<file path="src/rtl/fetch_pkg.sv">
// Shared types and constants for the instruction fetch unit.
package fetch_pkg;

   typedef enum logic [1:0] {
      ST_FETCH  = 2'd0,
      ST_ISSUE  = 2'd1,
      ST_HALTED = 2'd2
   } fetch_state_e;

   localparam logic [31:0] FETCH_RESET_VECTOR = 32'hBFC0_0000;
   localparam logic [31:0] FETCH_HALT_ADDR    = 32'h0000_0000;

   // Instruction addresses are always word aligned; drop the byte offset.
   function automatic logic [31:0] word_align(input logic [31:0] addr);
      return addr & 32'hFFFF_FFFC;
   endfunction

endpackage

</file>
<file path="src/rtl/instr_fetch.sv">
// Instruction fetch unit: fetches one word over Avalon-MM, holds it for
// decode until acknowledged, and sequences the next PC with one branch
// delay slot. A fetch target equal to HALT_ADDR stops the unit until reset.
module instr_fetch
   import fetch_pkg::*;
#(
   parameter logic [31:0] RESET_VECTOR = FETCH_RESET_VECTOR,
   parameter logic [31:0] HALT_ADDR    = FETCH_HALT_ADDR
) (
   input  logic        clk,
   input  logic        reset,
   output logic [31:0] avm_address,
   output logic        avm_read,
   input  logic        avm_waitrequest,
   input  logic [31:0] avm_readdata,
   output logic [31:0] inst,
   output logic        inst_valid,
   input  logic        inst_ack,
   output logic [31:0] pc_out,
   input  logic        redirect,
   input  logic [31:0] redirect_target,
   output logic        active
);

   fetch_state_e state_q, state_d;
   logic [31:0]  pc_q, pc_d;
   logic [31:0]  inst_q, inst_d;
   logic [31:0]  pc_out_q, pc_out_d;
   logic         pending_q, pending_d;
   logic [31:0]  target_q, target_d;
   logic [31:0]  next_pc;

   // Next-state, next-pc mux and capture of the fetched word.
   always_comb begin
      state_d   = state_q;
      pc_d      = pc_q;
      inst_d    = inst_q;
      pc_out_d  = pc_out_q;
      pending_d = pending_q;
      target_d  = target_q;
      next_pc   = pc_q + 32'd4;   // 32-bit add wraps naturally

      case (state_q)
         ST_FETCH: begin
            if (!avm_waitrequest) begin
               inst_d   = avm_readdata;
               pc_out_d = pc_q;
               state_d  = ST_ISSUE;
            end
         end
         ST_ISSUE: begin
            if (inst_ack) begin
               if (pending_q) begin
                  // Delay slot retired: jump to the stored target; any
                  // redirect on this ack is ignored.
                  next_pc   = target_q;
                  pending_d = 1'b0;
               end else if (redirect) begin
                  // Branch taken: the delay slot at pc+4 still executes.
                  pending_d = 1'b1;
                  target_d  = word_align(redirect_target);
               end
               pc_d    = next_pc;
               state_d = (next_pc == HALT_ADDR) ? ST_HALTED : ST_FETCH;
            end
         end
         ST_HALTED: begin
            state_d = ST_HALTED;
         end
         default: begin
            state_d = ST_FETCH;
         end
      endcase
   end

   // State and datapath registers with synchronous reset.
   always_ff @(posedge clk) begin
      if (reset) begin
         state_q   <= ST_FETCH;
         pc_q      <= RESET_VECTOR;
         inst_q    <= 32'd0;
         pc_out_q  <= 32'd0;
         pending_q <= 1'b0;
         target_q  <= 32'd0;
      end else begin
         state_q   <= state_d;
         pc_q      <= pc_d;
         inst_q    <= inst_d;
         pc_out_q  <= pc_out_d;
         pending_q <= pending_d;
         target_q  <= target_d;
      end
   end

   // Outputs are gated by reset so a read in flight drops immediately and
   // the first fetch is presented on the first cycle reset is low.
   always_comb begin
      avm_address = pc_q;
      avm_read    = (state_q == ST_FETCH)  && !reset;
      inst_valid  = (state_q == ST_ISSUE)  && !reset;
      active      = (state_q != ST_HALTED) && !reset;
      inst        = inst_q;
      pc_out      = pc_out_q;
   end

endmodule

</file>
<file path="config.mk">
export PLATFORM = sky130hd
export DESIGN_NAME = instr_fetch
export DESIGN_NICKNAME = d
export VERILOG_FILES = /design/src/rtl/fetch_pkg.sv /design/src/rtl/instr_fetch.sv
export SDC_FILE = /design/constraint.sdc
export NUM_CORES = 1
export LEC_CHECK = 0
export ABC_CLOCK_PERIOD_IN_PS = 4100
export CORE_ASPECT_RATIO = 1.25
export CORE_UTILIZATION = 52
export CTS_CLUSTER_DIAMETER = 40
export DETAILED_ROUTE_END_ITERATION = 10
export PLACE_DENSITY = 0.9
export SETUP_SLACK_MARGIN = 0.2
export SYNTH_ARGS = -nofsm -noshare
export SYNTH_HDL_FRONTEND = slang
export SYNTH_SLANG_ARGS = --single-unit
</file>
<file path="constraint.sdc">
create_clock -name clk -period 4.1 [get_ports clk]
set_input_delay 0.41 -clock clk [delete_from_list [all_inputs] [get_ports clk]]
set_output_delay 0.41 -clock clk [all_outputs]
set_load 0.005 [all_outputs]
</file>
* Yosys cells after proc, flatten, opt, wreduce, memory -nomap -nowiden
Cells that the tools add are included.
** Storage, ports and cells
- Bits in registers :: 129
- Bits of input ports :: 69
- Word-level logic and storage cells :: 33
** Cells by class
- Add/subtract/negate cells :: 1
- Equal/unequal tests :: 5
- Multiplexer cells :: 9
- Bitwise logic cells :: 2
- Reduce and logical (&&, ||, !) cells :: 10
** Operator list (number)
- 2-to-1 mux 32 bit :: 3
- adder 32 x 3 -> 32 bit, second input constant :: 1
- logical NOT 32 bit :: 1
- 2-to-1 mux 2 bit :: 3
- != test 2 bit, second input constant :: 3
- case mux 2 bit (3 select lines) :: 1
- AND reduction 2 bit :: 3
- AND reduction 4 bit :: 1
- logical AND 1 bit :: 3
- == test 2 x 1 -> 1 bit, second input constant :: 1
- == test 2 bit, second input constant :: 1
- logical NOT 2 bit :: 1
- 2-to-1 mux 1 bit :: 2
- NOT 1 bit :: 2
- logical NOT 1 bit :: 1

* Depth between registers and ports, before layout
- Depth after elaboration :: 8
- Gate-level depth with buffers :: 9
- Gate-level depth less buffers :: 8

* Worst setup path after synthesis
Ideal clock, no wire load.
- Path kind :: register -> register
- Start point :: register pc_q[2] (netlist: avm_address[2])
- End point :: register state_q[1]
- Setup time :: 130 ps
- Arrival :: 2075 ps
- Setup slack :: 1895 ps
- Cell stages (with the launch flop) :: 9
- Period minus slack after synthesis :: 2205 ps
- Path through :: dfxtp_1 > ha_1 > inv_2 > or4_1 > or3_1 > a31oi_1 > a2111oi_0 > nand4_1 > o22ai_2
** On the way
- Longest elaborated chain between the ends :: 8
** RTL lines
- from (decl) :: RTL line instr_fetch.sv:26 : logic [31:0] pc_q, pc_d;
- from (signal assigned) :: RTL line instr_fetch.sv:87 : pc_q <= pc_d;
- adder 32 x 3 -> 32 bit :: RTL line instr_fetch.sv:41 : next_pc = pc_q + 32'd4;
- 2-to-1 mux 32 bit :: RTL line instr_fetch.sv:53 : if (pending_q) begin
- 2-to-1 mux 32 bit :: RTL line instr_fetch.sv:52 : if (inst_ack) begin
- 2-to-1 mux 32 bit :: RTL line instr_fetch.sv:43 : case (state_q)
- logical NOT 32 bit :: RTL line instr_fetch.sv:64 : state_d = (next_pc == HALT_ADDR) ? ST_HALTED : ST_FETCH;
- 2-to-1 mux 2 bit :: RTL line instr_fetch.sv:64
- 2-to-1 mux 2 bit :: RTL line instr_fetch.sv:52
- case mux 2 bit (3 select lines) :: RTL line instr_fetch.sv:43
- to (signal assigned) :: RTL line instr_fetch.sv:86 : state_q <= state_d;
- to (decl) :: RTL line instr_fetch.sv:25 : fetch_state_e state_q, state_d;
Every way passes these cells. The select of a mux whose other input is x is not followed.
A chain may end at the register's enable or synchronous reset.

* Worst setup path after layout
Same ends and word-level chain as after synthesis.

==> impl_metrics.env <==
export IMPL_final_cell_mix="235 x nand2_1, 164 x clkdlybuf4s50_1, 129 x dfxtp_1"
export IMPL_fillCellCount=773
export IMPL_worstSetupStartpointType="flip-flop"
export IMPL_leakage_uw=0.00278
export IMPL_drt_iter0_markers=512
export IMPL_num_vias=6016
export IMPL_worstPathArrival_ns=3.16
export IMPL_io_pins=168
export IMPL_drive_gt1_frac=0.0656
export IMPL_powerDensity_mw_per_mm2=379
export IMPL_ir_drop_v=0.000305
export IMPL_crit_fanout=10
export IMPL_antenna_cells=0
export IMPL_synth_top_cell_by_area="dfxtp_1"
export IMPL_antenna_found_initial=0
export IMPL_rsz0062_at_grt="no"
export IMPL_holdBufCountCts=0
export IMPL_cts_root_buf="clkbuf_16"
export IMPL_final_common_cell="nand2_1"
export IMPL_routed_wl_um=16300
export IMPL_timing_final_crit_share=0.688
export IMPL_placedCellCount=1014
export IMPL_synth_top_area_share=0.443
export IMPL_seqPwrFrac=0.438
export IMPL_crit_type="flip-flop to flip-flop"
export IMPL_seq_area_frac_synth=0.443
export IMPL_grt_overflow=0
export IMPL_period_minus_slack_ns=2.82
export IMPL_die_x_um=96.7
export IMPL_p_sw_uw=717
export IMPL_fin_tns_setup_ns=0
export IMPL_ys_types=62
export IMPL_netlist_instances=774
export IMPL_grt_usage=0.282
export IMPL_internal_power_uw=2320
export IMPL_grt_pass1_wl_um=26600
export IMPL_die_area_mm2=0.0116
export IMPL_synth_area_leaders="dfxtp_1 44%, nand2_1 15%, a21oi_1 10%"
export IMPL_p_comb_frac=0.102
export IMPL_path_clk_slew_ns=0.05
export IMPL_worst_slew_pin_transition_ns=1.17
export IMPL_cts_buffers=17
export IMPL_skew_ns=0.00565
export IMPL_cts_resized=0
export IMPL_fin_nets=971
export IMPL_hold_violations=0
export IMPL_slew_violations=0
export IMPL_synth_nets=844
export IMPL_ys_ff_latch=129
export IMPL_start_util=0.541
export IMPL_drv_cap=0
export IMPL_rows=42
export IMPL_synth_avg_cell_area_um2=7.54
export IMPL_wl_per_cell_um=15.6
export IMPL_sw_frac_of_total=0.236
export IMPL_relSlewSlack=0.218
export IMPL_cts_tree="done"
export IMPL_detail_route_vias_per_cell=5.75
export IMPL_postRouteAntennaNets=0
export IMPL_status="finished, final reports clean"
export IMPL_portBuffers=165
export IMPL_areaGrowthSynthToFinish_pct=37.2
export IMPL_post_dp_hpwl_um=10700
export IMPL_hp_class="flip-flop to flip-flop"
export IMPL_pwr_share_clk=0.459
export IMPL_synth_edff_count=0
export IMPL_clock_path_buffers=2
export IMPL_end_kind="flip-flop"
export IMPL_p_total_uw=3030
export IMPL_synthArstFlopShare=0
export IMPL_routabilityCongestion=0.912
export IMPL_netlist_area_mm2=0.00583
export IMPL_clock_sinks=129
export IMPL_core_area_mm2=0.0108
export IMPL_htreeDepth=4
export IMPL_die_y_um=120
export IMPL_grt_max_degree=75
export IMPL_clk_latency_ns=0.41
export IMPL_max_clock_freq_ghz=0.354
export IMPL_final_cells=1046
export IMPL_drc=0
export IMPL_cts_post_setup_buffers_inserted=0
export IMPL_ys_warn_count=0
export IMPL_setup_violations=0
export IMPL_grt_pass1_vias=5582
export IMPL_first_pass_iters=6
export IMPL_crit_required_ns=4.44
export IMPL_synthFlopType="dfxtp_1"
-- through the flow --
step	cell area [um2]	worst slack [ns]	hold slack, ns	util
global route	8000	1.20	0.463	0.743
CTS	8000	1.33	0.445	0.743
detailed placement	7440	1.34	0.446	0.691
finish	8000	1.28	0.450	0.743
floorplan	5830	1.89	0.431	-
global placement	7440	1.39	0.437	0.691
-- registers in the layout, indices dropped and copies added, names as in the netlist --
signal and count:
state_q 2, avm_address 32, pc_out 32, inst 32, pending_q 1, target_q 30
-- Yosys cell counts, types with 8 or more instances --
cell	n
nand2_1	235
dfxtp_1	129
a21oi_1	119
clkbuf_1	49
nor2_1	35
o21ai_0	19
nand4_1	14
nand3_1	11
a31oi_1	10
buf_2	10
nor4_1	9
o31ai_1	9
xnor2_1	8
-- cell type report --
class | count | area, um2 | area share
repair buffers | 172 | 1700 | 0.213
flip-flops and latches | 129 | 2580 | 0.323
multi-input cells | 572 | 2960 | 0.370
well taps | 132 | 165 | 0.0206
clock inverters | 9 | 55.1 | 0.00688
clock buffers | 23 | 508 | 0.0635
inverters | 9 | 33.8 | 0.00422
-- cell families after synthesis --
logic type                 synth area share
AOI/OAI and AO/OA                     0.189
xor gates and xnor gates             0.0180
adders and majority gates           0.00214
buffers and inverters                0.0517
DFF                                   0.443
muxes                                0.0165
and+or+nand+nor                       0.279
-- worst max-delay path: stages, from the launching register on --
cell	delay, ns
dfxtp_1	0.59
ha_1	0.37
inv_2	0.11
or4_1	0.54
o21ai_1	0.14
a31oi_1	0.11
a2111oi_0	0.50
nand4_1	0.25
o22ai_2	0.13
-- final timing paths --
path | slack [ns] | cells after the start | startpoint | end
max | 1.28 | 8 | avm_address[2]$_SDFFE_PP0P_ | state_q[1]$_SDFFE_PP0P_
min | 0.45 | 2 | pc_out[11]$_SDFFE_PP0P_ | pc_out[11]$_SDFFE_PP0P_
max reg2reg | 1.28 | 8 | avm_address[2]$_SDFFE_PP0P_ | state_q[1]$_SDFFE_PP0P_
min reg2reg | 0.45 | 2 | pc_out[11]$_SDFFE_PP0P_ | pc_out[11]$_SDFFE_PP0P_
-- power by group through the flow --
stage | combinational (uW) | clock, uW | sequential [uW]
2_1_floorplan | 144 | 0 | 1350
3_3_place_gp | 303 | 0 | 1350
3_5_place_dp | 307 | 0 | 1360
4_1_cts | 311 | 1410 | 1330
5_1_grt | 339 | 1480 | 1330
6_report | 310 | 1390 | 1330
-- metal layers --
| layer | part of all wire | wire length [um] | GRT usage | vias up |
|---|---|---|---|---|
| met4 | 0.026 | 422 | 0.127 | 0 |
| met1 | 0.40 | 6470 | 0.343 | 2731 |
| li1 | - | - | - | 2931 |
| met3 | 0.092 | 1500 | 0.0775 | 41 |
| met5 | 0 | 0 | 0 | - |
| met2 | 0.49 | 7920 | 0.464 | 313 |
No activity file was read; power rests on OpenSTA's default activity.
